`src/rtl/avalon_mm_copy_master_if.sv`:
```
// Avalon-MM master/slave bundle used by the block-copy engine.
// Ports: address/read/write/writedata/byteenable (master out), waitrequest/readdata/readdatavalid (slave out).
interface avalon_mm_copy_master_if #(
   parameter int DW = 32,
   parameter int AW = 10
);
   logic [AW-1:0]   avm_address;
   logic            avm_read;
   logic            avm_write;
   logic [DW-1:0]   avm_writedata;
   logic [DW/8-1:0] avm_byteenable;
   logic            avm_waitrequest;
   logic [DW-1:0]   avm_readdata;
   logic            avm_readdatavalid;

   modport master (
      output avm_address,
      output avm_read,
      output avm_write,
      output avm_writedata,
      output avm_byteenable,
      input  avm_waitrequest,
      input  avm_readdata,
      input  avm_readdatavalid
   );

   modport slave (
      input  avm_address,
      input  avm_read,
      input  avm_write,
      input  avm_writedata,
      input  avm_byteenable,
      output avm_waitrequest,
      output avm_readdata,
      output avm_readdatavalid
   );
endinterface

```
`src/rtl/avalon_mm_copy_master.sv`:
```
// Avalon-MM block copy master: reads len words from src, writes them to dst, one op outstanding.
// Ports: clk, reset_n (async low), start/src_addr/dst_addr/len in, busy/done out,
// avm (master modport), checksum out when AVALON_MM_COPY_CHECKSUM_EN is defined.
module avalon_mm_copy_master #(
   parameter int DW = 32,
   parameter int AW = 10,
   parameter int LW = 11
) (
   input  logic          clk,
   input  logic          reset_n,
   input  logic          start,
   input  logic [AW-1:0] src_addr,
   input  logic [AW-1:0] dst_addr,
   input  logic [LW-1:0] len,
   output logic          busy,
   output logic          done,
`ifdef AVALON_MM_COPY_CHECKSUM_EN
   output logic [DW-1:0] checksum,
`endif
   avalon_mm_copy_master_if.master avm
);

   typedef enum logic [2:0] {
      IDLE,
      RD_REQ,
      RD_WAIT,
      WR_REQ,
      FIN
   } state_t;

   state_t        state;
   logic [AW-1:0] src_ptr;
   logic [AW-1:0] dst_ptr;
   logic [LW-1:0] cnt;

   assign avm.avm_byteenable = '1;

   always_ff @(posedge clk or negedge reset_n) begin
      if (!reset_n) begin
         state             <= IDLE;
         busy              <= 1'b0;
         done              <= 1'b0;
         avm.avm_read      <= 1'b0;
         avm.avm_write     <= 1'b0;
         avm.avm_address   <= '0;
         avm.avm_writedata <= '0;
         src_ptr           <= '0;
         dst_ptr           <= '0;
         cnt               <= '0;
`ifdef AVALON_MM_COPY_CHECKSUM_EN
         checksum          <= '0;
`endif
      end else begin
         unique case (state)
            IDLE: begin
               done <= 1'b0;
               if (start) begin
`ifdef AVALON_MM_COPY_CHECKSUM_EN
                  checksum <= '0;
`endif
                  if (len != '0) begin
                     src_ptr         <= src_addr;
                     dst_ptr         <= dst_addr;
                     cnt             <= len;
                     avm.avm_address <= src_addr;
                     avm.avm_read    <= 1'b1;
                     busy            <= 1'b1;
                     state           <= RD_REQ;
                  end else begin
                     // Empty job: report completion without touching the bus
                     done  <= 1'b1;
                     state <= FIN;
                  end
               end
            end
            RD_REQ: begin
               if (!avm.avm_waitrequest) begin
                  avm.avm_read <= 1'b0;
                  state        <= RD_WAIT;
               end
            end
            RD_WAIT: begin
               if (avm.avm_readdatavalid) begin
                  avm.avm_writedata <= avm.avm_readdata;
                  avm.avm_address   <= dst_ptr;
                  avm.avm_write     <= 1'b1;
`ifdef AVALON_MM_COPY_CHECKSUM_EN
                  checksum <= checksum + avm.avm_readdata;
`endif
                  state <= WR_REQ;
               end
            end
            WR_REQ: begin
               if (!avm.avm_waitrequest) begin
                  avm.avm_write <= 1'b0;
                  src_ptr       <= src_ptr + 1'b1;
                  dst_ptr       <= dst_ptr + 1'b1;
                  cnt           <= cnt - 1'b1;
                  if (cnt == LW'(1)) begin
                     busy  <= 1'b0;
                     done  <= 1'b1;
                     state <= FIN;
                  end else begin
                     avm.avm_address <= src_ptr + 1'b1;
                     avm.avm_read    <= 1'b1;
                     state           <= RD_REQ;
                  end
               end
            end
            FIN: begin
               done  <= 1'b0;
               state <= IDLE;
            end
            default: state <= IDLE;
         endcase
      end
   end

endmodule

```
`src/flat_wrapper.sv`:
```
// flat-port wrapper written by rule: the top's interface ports become plain ports
module avalon_mm_copy_master_flat 
#(
   parameter int DW = 32,
   parameter int AW = 10,
   parameter int LW = 11
)
  (clk, reset_n, start, src_addr, dst_addr, len, busy, done, avm_avm_address, avm_avm_read, avm_avm_write, avm_avm_writedata, avm_avm_byteenable, avm_avm_waitrequest, avm_avm_readdata, avm_avm_readdatavalid);
  avalon_mm_copy_master_if #(.DW(DW), .AW(AW)) avm_i ();
  input  logic clk;
  input  logic reset_n;
  input  logic start;
  input  logic [AW-1:0] src_addr;
  input  logic [AW-1:0] dst_addr;
  input  logic [LW-1:0] len;
  output logic busy;
  output logic done;
  output wire logic [$bits(avm_i.avm_address)-1:0] avm_avm_address;
  output wire logic [$bits(avm_i.avm_read)-1:0] avm_avm_read;
  output wire logic [$bits(avm_i.avm_write)-1:0] avm_avm_write;
  output wire logic [$bits(avm_i.avm_writedata)-1:0] avm_avm_writedata;
  output wire logic [$bits(avm_i.avm_byteenable)-1:0] avm_avm_byteenable;
  input wire logic [$bits(avm_i.avm_waitrequest)-1:0] avm_avm_waitrequest;
  input wire logic [$bits(avm_i.avm_readdata)-1:0] avm_avm_readdata;
  input wire logic [$bits(avm_i.avm_readdatavalid)-1:0] avm_avm_readdatavalid;
  assign avm_avm_address = avm_i.avm_address;
  assign avm_avm_read = avm_i.avm_read;
  assign avm_avm_write = avm_i.avm_write;
  assign avm_avm_writedata = avm_i.avm_writedata;
  assign avm_avm_byteenable = avm_i.avm_byteenable;
  assign avm_i.avm_waitrequest = avm_avm_waitrequest;
  assign avm_i.avm_readdata = avm_avm_readdata;
  assign avm_i.avm_readdatavalid = avm_avm_readdatavalid;
  avalon_mm_copy_master #(.DW(DW), .AW(AW), .LW(LW)) u_core (.clk(clk), .reset_n(reset_n), .start(start), .src_addr(src_addr), .dst_addr(dst_addr), .len(len), .busy(busy), .done(done), .avm(avm_i));
endmodule
```
`config.mk`:
```
export PLATFORM = sky130hd
export DESIGN_NAME = avalon_mm_copy_master_flat
export DESIGN_NICKNAME = d
export VERILOG_FILES = /design/src/rtl/avalon_mm_copy_master_if.sv /design/src/rtl/avalon_mm_copy_master.sv /design/src/flat_wrapper.sv
export SDC_FILE = /design/constraint.sdc
export NUM_CORES = 1
export LEC_CHECK = 0
export CORE_ASPECT_RATIO = 0.6
export CORE_MARGIN = 2
export CORE_UTILIZATION = 48
export DETAILED_ROUTE_END_ITERATION = 16
export MAX_ROUTING_LAYER = met4
export PLACE_DENSITY_LB_ADDON = 0.1
export SYNTH_ARGS = -nofsm -noshare
export SYNTH_HDL_FRONTEND = slang
export SYNTH_SLANG_ARGS = --single-unit
```
`constraint.sdc`:
```
create_clock -name clk -period 2 [get_ports clk]
set_input_delay 0.4 -clock clk [delete_from_list [all_inputs] [get_ports clk]]
set_output_delay 0.4 -clock clk [all_outputs]
set_load 0.01 [all_outputs]
```
# After elaboration in Yosys (flattened, before gate mapping)
# Cells that the tools add are included.
# W data, S select, Z words.
# classes
n_addsub	3
eq_ne	12
mux	39
reduce_logical	15
# ops
operator	count
$mux W10	9
$pmux W10 S2	2
$mux W11	3
$pmux W10 S3	1
$pmux W11 S2	1
$add A10 B1 Y10 const B	2
$mux W3	6
$mux W1	12
$pmux W3 S4	1
$reduce_and A6 Y1	2
$eq A11 B1 Y1 const B	1
$reduce_bool A11 Y1	1
$sub A11 B1 Y11 const B	1
$ne A2 B2 Y1 const B	5
$reduce_bool A3 Y1	3
$reduce_and A4 Y1	2
$eq A3 B2 Y1 const B	2
$pmux W1 S3	2
$reduce_and A3 Y1	2
$reduce_and A5 Y1	1
$ne A2 B1 Y1 const B	2
$pmux W1 S2	2
$reduce_bool A2 Y1	2
$eq A3 B1 Y1 const B	1
3 further kinds	3
# word_totals
ff_bits	80
inputBits	68
output_inout_bits	50
word_cells	79

# Logic depth before layout (Yosys ltp)
# Gate-level depths: netlist of run 1.
# depth
ltp_word	4
mapped_depth	9
depth_no_buf	6

# Worst setup path before layout of run 1
# Ideal clock, no wire load.
# synth_path
path_kind	input port to flip-flop
start	in len[1]
end	reg u_core.cnt[7]
setup_time_ns	0.128
arrival_time_ns	1.818
t_required_ns	1.872
setup_slack_ns	0.054
stages	7
path_buffers	2
cell_sequence	or4_4 > o31a_1 > o21a_1 > buf_6 > buf_6 > a21oi_1 > a21oi_1
# synth_between
elab_chain_cells	3
# synth_lines
item	line	source
start: declaration	flat_wrapper.sv:15	input logic [LW-1:0] len;
$reduce_bool A11 Y1	avalon_mm_copy_master.sv:61	if (len != '0) begin
$ne A2 B1 Y1 (no source line)	n/a	
$reduce_and A4 Y1 (no source line)	n/a	
end signal: assignment	avalon_mm_copy_master.sv:64	cnt <= len;
end signal: assignment	avalon_mm_copy_master.sv:98	cnt <= cnt - 1'b1;
end: declaration	avalon_mm_copy_master.sv:34	logic [LW-1:0] cnt;
# Every way passes these cells.
# A chain may end at the register's enable or synchronous reset.

# Final worst setup path of run 1
# layout_path
start	in len[6]
end	reg u_core.src_ptr[3]
# layout_between
elab_chain_cells	3
# layout_lines
item	line	source
$reduce_bool A11 Y1	avalon_mm_copy_master.sv:61	
$ne A2 B1 Y1 (no source line)	n/a	
$reduce_and A4 Y1 (no source line)	n/a	
end signal: assignment	avalon_mm_copy_master.sv:62	src_ptr <= src_addr;
end signal: assignment	avalon_mm_copy_master.sv:96	src_ptr <= src_ptr + 1'b1;
end: declaration	avalon_mm_copy_master.sv:32	logic [AW-1:0] src_ptr;
# Every way passes these cells.

==> results of run 1 <==
registers in the layout, indices dropped and copies added (netlist names):
name and cells:
u_core.done 1, u_core.avm.avm_writedata 32, u_core.avm.avm_write 1, u_core.dst_ptr 10
u_core.cnt 11, u_core.avm.avm_read 1, u_core.src_ptr 10, u_core.busy 1
u_core.state 3, u_core.avm.avm_address 10
synth_stat cells (all sizes together) (2+ instances only):
cell type   n  area share (%)
dfrtp      80              47
o21ai      48             5.8
a21oi      43             5.1
mux2       42              11
nand2      37             3.3
nor2       25             2.2
buf        22             3.8
nand3      15             1.8
clkbuf     12             1.1
o22ai       9             1.3
a22oi       8             1.8
inv         8            0.71
nor3        8            0.95
and3        6            0.89
a2bb2oi     5             1.0
nor3b       5            0.89
xnor2       5             1.0
a31oi       4            0.59
ha          4             1.2
and4        3            0.62
mux2i       3            0.71
nor2b       3            0.44
nor4        3            0.80
or3         3            0.44
a32oi       2            0.41
nand3b      2            0.35
nand4       2            0.30
o21a        2            0.35
o21bai      2            0.35
o311ai      2            0.41
o31ai       2            0.35
or4         2            0.44
through the flow:
step                      std cells  instance area, um2  TNS, ps  total power [mW]
after floorplan                 432                4240        0              6.20
after global placement          662                5660   -15350              8.18
after detailed placement        662                5660   -17160              8.36
after CTS                       681                6010        0              10.2
after global routing            682                6040        0              10.9
final                           682                6040        0              10.2
layout make-up:
| type | instances | area [um2] |
|---|---|---|
| multi-input cells | 310 | 2060 |
| clock inverters | 6 | 60.1 |
| well taps | 112 | 140 |
| repair buffers | 156 | 1520 |
| fillers | 680 | 2490 |
| inverters | 8 | 30.0 |
| flip-flops and latches | 80 | 2000 |
| clock buffers | 10 | 229 |
worst paths after layout:
check / to / slack, ps / cells after the start
worst min-delay path: u_core.avm.avm_writedata[21] / 70 / 1
min in group clk: u_core.avm.avm_writedata[1] / 500 / 1
worst max register to register: u_core.avm.avm_address[7] / 80 / 6
max in group asynchronous: u_core.src_ptr[3] / 1370 / 2
worst min register to register: u_core.avm.avm_writedata[1] / 500 / 1
worst max-delay path: u_core.src_ptr[3] / 60 / 7
cell families after synthesis:
family                     after synthesis  synth area share, %
AOI/OAI and AO/OA                      132                 18.4
and+or+nand+nor                        119                 14.3
DFF                                     80                 47.3
muxes                                   45                 11.9
buffers and inverters                   42                 5.56
xor gates and xnor gates                 6                 1.24
adders and majority gates                4                 1.18
other                                    1               0.0886
report_power, final:
group	internal, mW	switching (mW)	total (mW)
Clock	0.960	0.657	1.62
Sequential	2.44	0.709	3.15
Combinational	2.87	2.58	5.45
timing repair:
| item | CTS | global route |
|---|---|---|
| endpoints found under the hold margin | 0 | 0 |
| cloned | 2 | 0 |
| pin swaps | 5 | 5 |
| setup buffers | 1 | 1 |
| gates resized for setup | 17 | 6 |
| setup endpoints to repair | 35 | 34 |
cells in the final DEF, fill, tap and decap left out, drive strengths merged, types with 5 or more instances in the layout:
master / netlist / routed
a21oi: 43 / 43
a22oi: 8 / 8
a2bb2oi: 5 / 5
and3: 6 / 6
buf: 22 / 44
clkbuf: 12 / 10
clkdlybuf4s50: 0 / 105
dfrtp: 80 / 80
dlygate4sd2: 0 / 6
inv: 8 / 8
mux2: 42 / 42
nand2: 37 / 37
nand3: 15 / 15
nor2: 25 / 25
nor3: 8 / 8
nor3b: 5 / 5
o21ai: 48 / 48
o22ai: 9 / 9
xnor2: 5 / 5
worst max-delay path: stages:
cell and delay (ps):
clkdlybuf4s50_1 420, or3_4 420, o31a_1 340, o21a_4 240, buf_6 140, a21oi_2 140
a21oi_1 60
routing by layer:
metal | track usage [%] | wire length (um) | up-vias
met3 | 8.58 | 1060 | 13
met5 | - | 0 | -
met2 | 36.7 | 5120 | 166
met1 | 37.4 | 5450 | 1840
li1 | - | - | 1827
met4 | 5.44 | 96 | 0
==> impl_metrics.py, run 1 <==
metrics = {
    "yosys": {
        "synth_cell_types": 52,
        "netlist_area_um2": 4230,
        "ys.flop_type": "dfrtp_1",
        "yosys_warnings": 0,
        "async_flop_share_pct": 100,
        "synth_edf_count": 0,
        "avgSynthCellArea_um2": 9.86,
        "synth_seq_cells": 80,
        "ys_seq_area_share_pct": 47.3,
        "syn_inst": 429,
    },
    "critical_path": {
        "worstPathArrival_ps": 2160,
        "rr_startpoint": "u_core.cnt[4]",
        "critPathKind": "in -> reg",
        "crit_path_end_kind": "flop",
        "cp_max_fo": 6,
        "startpoint_type": "input port",
        "cp-startpoint": "len[6]",
        "required_ps": 2220,
    },
    "timing": {
        "slew_headroom_pct": 60.8,
        "rsz0062_at_grt": "no",
        "post-route-period-util_pct": 97.2,
        "report.final.hold_viol_count": 0,
        "slew_violations": 0,
        "setup_viol_count_final": 0,
        "min_period_ps": 1940,
        "setup_ws_ps": 55.1,
        "whs_ps": 65.7,
        "tightestPinTransition_ps": 588,
        "fin_worst_skew_ps": 7.27,
        "fmax_mhz": 514,
    },
    "clock_network": {
        "clock-sinks": 80,
        "htreeDepth": 3,
        "holdBufCountCts": 0,
        "cts_root_buffer": "clkbuf_16",
        "cts_buffer_depth": 2,
        "cts_tree": "done",
        "clk_pin_slew_ps": 60,
        "cts_buffers": 9,
        "clock_latency_ps": 340,
    },
    "detailed_routing": {
        "drc_errors": 0,
        "totalWireLength_um": 11700,
        "drtIter0Drc": 337,
        "num_vias": 3846,
        "ant_nets": 0,
        "vias_per_cell": 5.64,
        "wl_per_cell_um": 17.2,
        "dr.pass1.iters": 5,
    },
    "cells_and_area": {
        "final_core_util_pct": 70.8,
        "diodes": 0,
        "nets": 637,
        "drive_gt1_share_pct": 21.1,
        "area_growth_pct": 42.7,
    },
    "power_and_ir_drop": {
        "p_per_area_nw_per_um2": 1690,
        "ir_drop_mv": 0.749,
        "p_leak_nw": 2.48,
    },
    "placement": {
        "port_buffers": 113,
        "place_ws_ps": -469,
        "gp_congestion": 0.937,
        "hpwl_um": 8460,
    },
    "global_route": {
        "grtUsageTotal_pct": 26.2,
        "grt_pass1_vias": 3709,
        "overflow": 0,
        "grt_max_degree": 47,
        "grt_first_pass_wirelength_um": 19400,
        "antenna_found_initial": 0,
    },
    "die": {
        "dieWidth_um": 125,
        "pin_count": 118,
        "rows": 26,
        "die-area_um2": 9600,
        "start_util_pct": 49.6,
        "die_y_um": 76.7,
        "core_um2": 8520,
    },
    "job": {
        "cap_violations": 0,
    },
    "worst_hold_path": {
        "hp-class": "in -> async",
    },
    "run_status": {
        "status": "completed",
    },
}
Power figures use the tool's default switching activity.
==> run 2: changes to the inputs <==
- CTS_CLUSTER_DIAMETER: unset -> 150
- CTS_CLUSTER_SIZE: unset -> 12
==> results of run 2 <==
No change in the layout: final DEF, timing and power equal those of run 1.
==> run 3: changes to the inputs <==
- CTS_BUF_LIST: unset -> sky130_fd_sc_hd__clkbuf_16
==> run 3 against run 2 <==
- largest power group unchanged
- first-iteration DRC count decreased by 2.7%
- largest cell class unchanged
- maximum frequency about the same
- highest routed layer unchanged
- critical path depth unchanged
- hold slack about the same
- power about the same
- sequential share of layout area unchanged
- sequential power about the same
- via count about the same
- global-route usage unchanged
- final cell count unchanged
==> impl_metrics.py, run 3 (synthesized netlist as in run 1, its figures left out) <==
metrics = {
    "detailed_routing": {
        "num_vias": 3843,
        "ant_nets": 0,
        "totalWireLength_um": 11800,
        "dr.pass1.iters": 4,
        "wl_per_cell_um": 17.2,
        "drtIter0Drc": 328,
        "vias_per_cell": 5.63,
        "drc_errors": 0,
    },
    "clock_network": {
        "clk_pin_slew_ps": 60,
        "cts_tree": "done",
        "cts_buffer_depth": 2,
        "clock-sinks": 80,
        "cts_root_buffer": "clkbuf_16",
        "cts_buffers": 9,
        "htreeDepth": 3,
        "clock_latency_ps": 340,
        "holdBufCountCts": 0,
    },
    "placement": {
        "port_buffers": 113,
        "place_ws_ps": -469,
        "gp_congestion": 0.937,
        "dp_cells": 662,
        "hpwl_um": 8460,
        "dpl-instance-area_um2": 5660,
    },
    "timing": {
        "min_period_ps": 1950,
        "tns_ps": 0,
        "report.final.hold_viol_count": 0,
        "fmax_mhz": 514,
        "setup_viol_count_final": 0,
        "post-route-period-util_pct": 97.3,
        "rsz0062_at_grt": "no",
        "tightestPinTransition_ps": 587,
        "slew_headroom_pct": 60.8,
        "setup_ws_ps": 55.0,
        "fin_worst_skew_ps": 7.35,
        "slew_violations": 0,
    },
    "die": {
        "die-area_um2": 9600,
        "die_y_um": 76.7,
        "core_um2": 8520,
        "rows": 26,
        "pin_count": 118,
        "start_util_pct": 49.6,
        "dieWidth_um": 125,
    },
    "power_and_ir_drop": {
        "ir_drop_mv": 0.749,
        "swShare_pct": 38.7,
        "p_leak_nw": 2.48,
        "seqPwrFrac_pct": 30.9,
        "p_int_mw": 6.27,
        "p_clk_share_pct": 15.8,
        "p_sw_mw": 3.95,
        "pwr-share-comb_pct": 53.3,
        "p_per_area_nw_per_um2": 1690,
    },
    "cells_and_area": {
        "final_core_util_pct": 70.8,
        "diodes": 0,
        "fillers": 680,
        "nets": 637,
        "largest_register": "u_core.avm.avm_writedata",
        "fin_cells": 682,
        "final_common_cell": "clkdlybuf4s50_1",
        "drive_gt1_share_pct": 21.1,
        "design_area_um2": 6040,
        "largest_reg_flops": 32,
        "area_growth_pct": 42.7,
        "final_cell_mix": "clkdlybuf4s50_1, dfrtp_1, o21ai_0, mux2_2, a21oi_1",
        "top_regs": "u_core.avm.avm_writedata (32), u_core.cnt (11)",
    },
    "run_status": {
        "status": "completed",
    },
    "global_route": {
        "overflow": 0,
        "grt_pass1_vias": 3709,
        "grt_max_degree": 47,
        "grt_first_pass_wirelength_um": 19400,
        "grtUsageTotal_pct": 26.2,
        "antenna_found_initial": 0,
    },
    "critical_path": {
        "reg2regPathDepth": 6,
        "startpoint_type": "input port",
        "cp_max_fo": 6,
        "crit_path_end_kind": "flop",
        "cp_num_buf_inv": 2,
        "worstPathArrival_ps": 2160,
        "worstPathCellList": "clkdlybuf4s50_1 > or3_4 > o31a_1 > o21a_4 > buf_6 > a21oi_2 > a21oi_1",
        "critPathKind": "in -> reg",
        "path_depth": 7,
        "required_ps": 2220,
        "critPathSlowestCell": "clkdlybuf4s50_1",
        "cp_top_family": "compound AO/OA/AOI/OAI gates",
        "max_stage_delay_ps": 420,
    },
    "job": {
        "cap_violations": 0,
    },
    "worst_hold_path": {
        "hp-class": "in -> async",
    },
}
-- run 3: repair_timing --
action / CTS / global route
gates resized for setup: 17 / 6
setup endpoints to repair: 35 / 34
pin swaps: 5 / 5
gates cloned: 2 / 0
buffers inserted: 1 / 1
-- run 3: layout make-up --
type                    instances  area (um2)  area share (%)
inverters                       8        30.0           0.498
well taps                     112         140            2.32
clock inverters                 7        63.8            1.06
flip-flops and latches         80        2000            33.2
repair buffers                156        1520            25.2
multi-input cells             310        2060            34.1
clock buffers                   9         225            3.73
-- run 3: path summary, 6_finish.rpt --
kind / from / endpoint / slack, ps
max in group asynchronous: reset_n / u_core.src_ptr[3] / 1370
max: len[6] / u_core.src_ptr[3] / 50
max reg2reg: u_core.cnt[4] / u_core.avm.avm_address[7] / 80
min reg2reg: u_core.avm.avm_writedata[1] / u_core.avm.avm_writedata[1] / 500
min: reset_n / u_core.avm.avm_writedata[21] / 70
min in group clk: len[1] / u_core.cnt[1] / 500
-- run 3: worst register-to-register path, stage by stage, from the launching register on --
cell	delay, ps
dfrtp_1	420
nor4_4	370
nand4_1	250
a21oi_2	190
o22ai_1	90
buf_4	200
mux2_2	280
-- run 3: power groups by stage --
| stage | clock network, mW | registers, mW | logic (mW) |
|---|---|---|---|
| 2_1_floorplan | 0 | 3.19 | 3.01 |
| 3_3_place_gp | 0 | 3.11 | 5.07 |
| 3_5_place_dp | 0 | 3.15 | 5.21 |
| 4_1_cts | 1.64 | 3.13 | 5.41 |
| 5_1_grt | 1.71 | 3.27 | 5.94 |
| 6_report | 1.62 | 3.15 | 5.45 |
-- run 3: routing by layer --
layer	vias to the layer above	track usage, %	wire length (um)
met3	13	8.58	1010
met4	0	5.44	96
met1	1848	37.4	5500
met5	-	-	0
met2	156	36.7	5140
li1	1826	-	-
-- run 3: through the flow --
step / total power [mW] / hold WS (ps)
6_report: 10.2 / 65.4
5_1_grt: 10.9 / 111
4_1_cts: 10.2 / 93.1
3_5_place_dp: 8.36 / 443
2_1_floorplan: 6.20 / 104
3_3_place_gp: 8.18 / 447
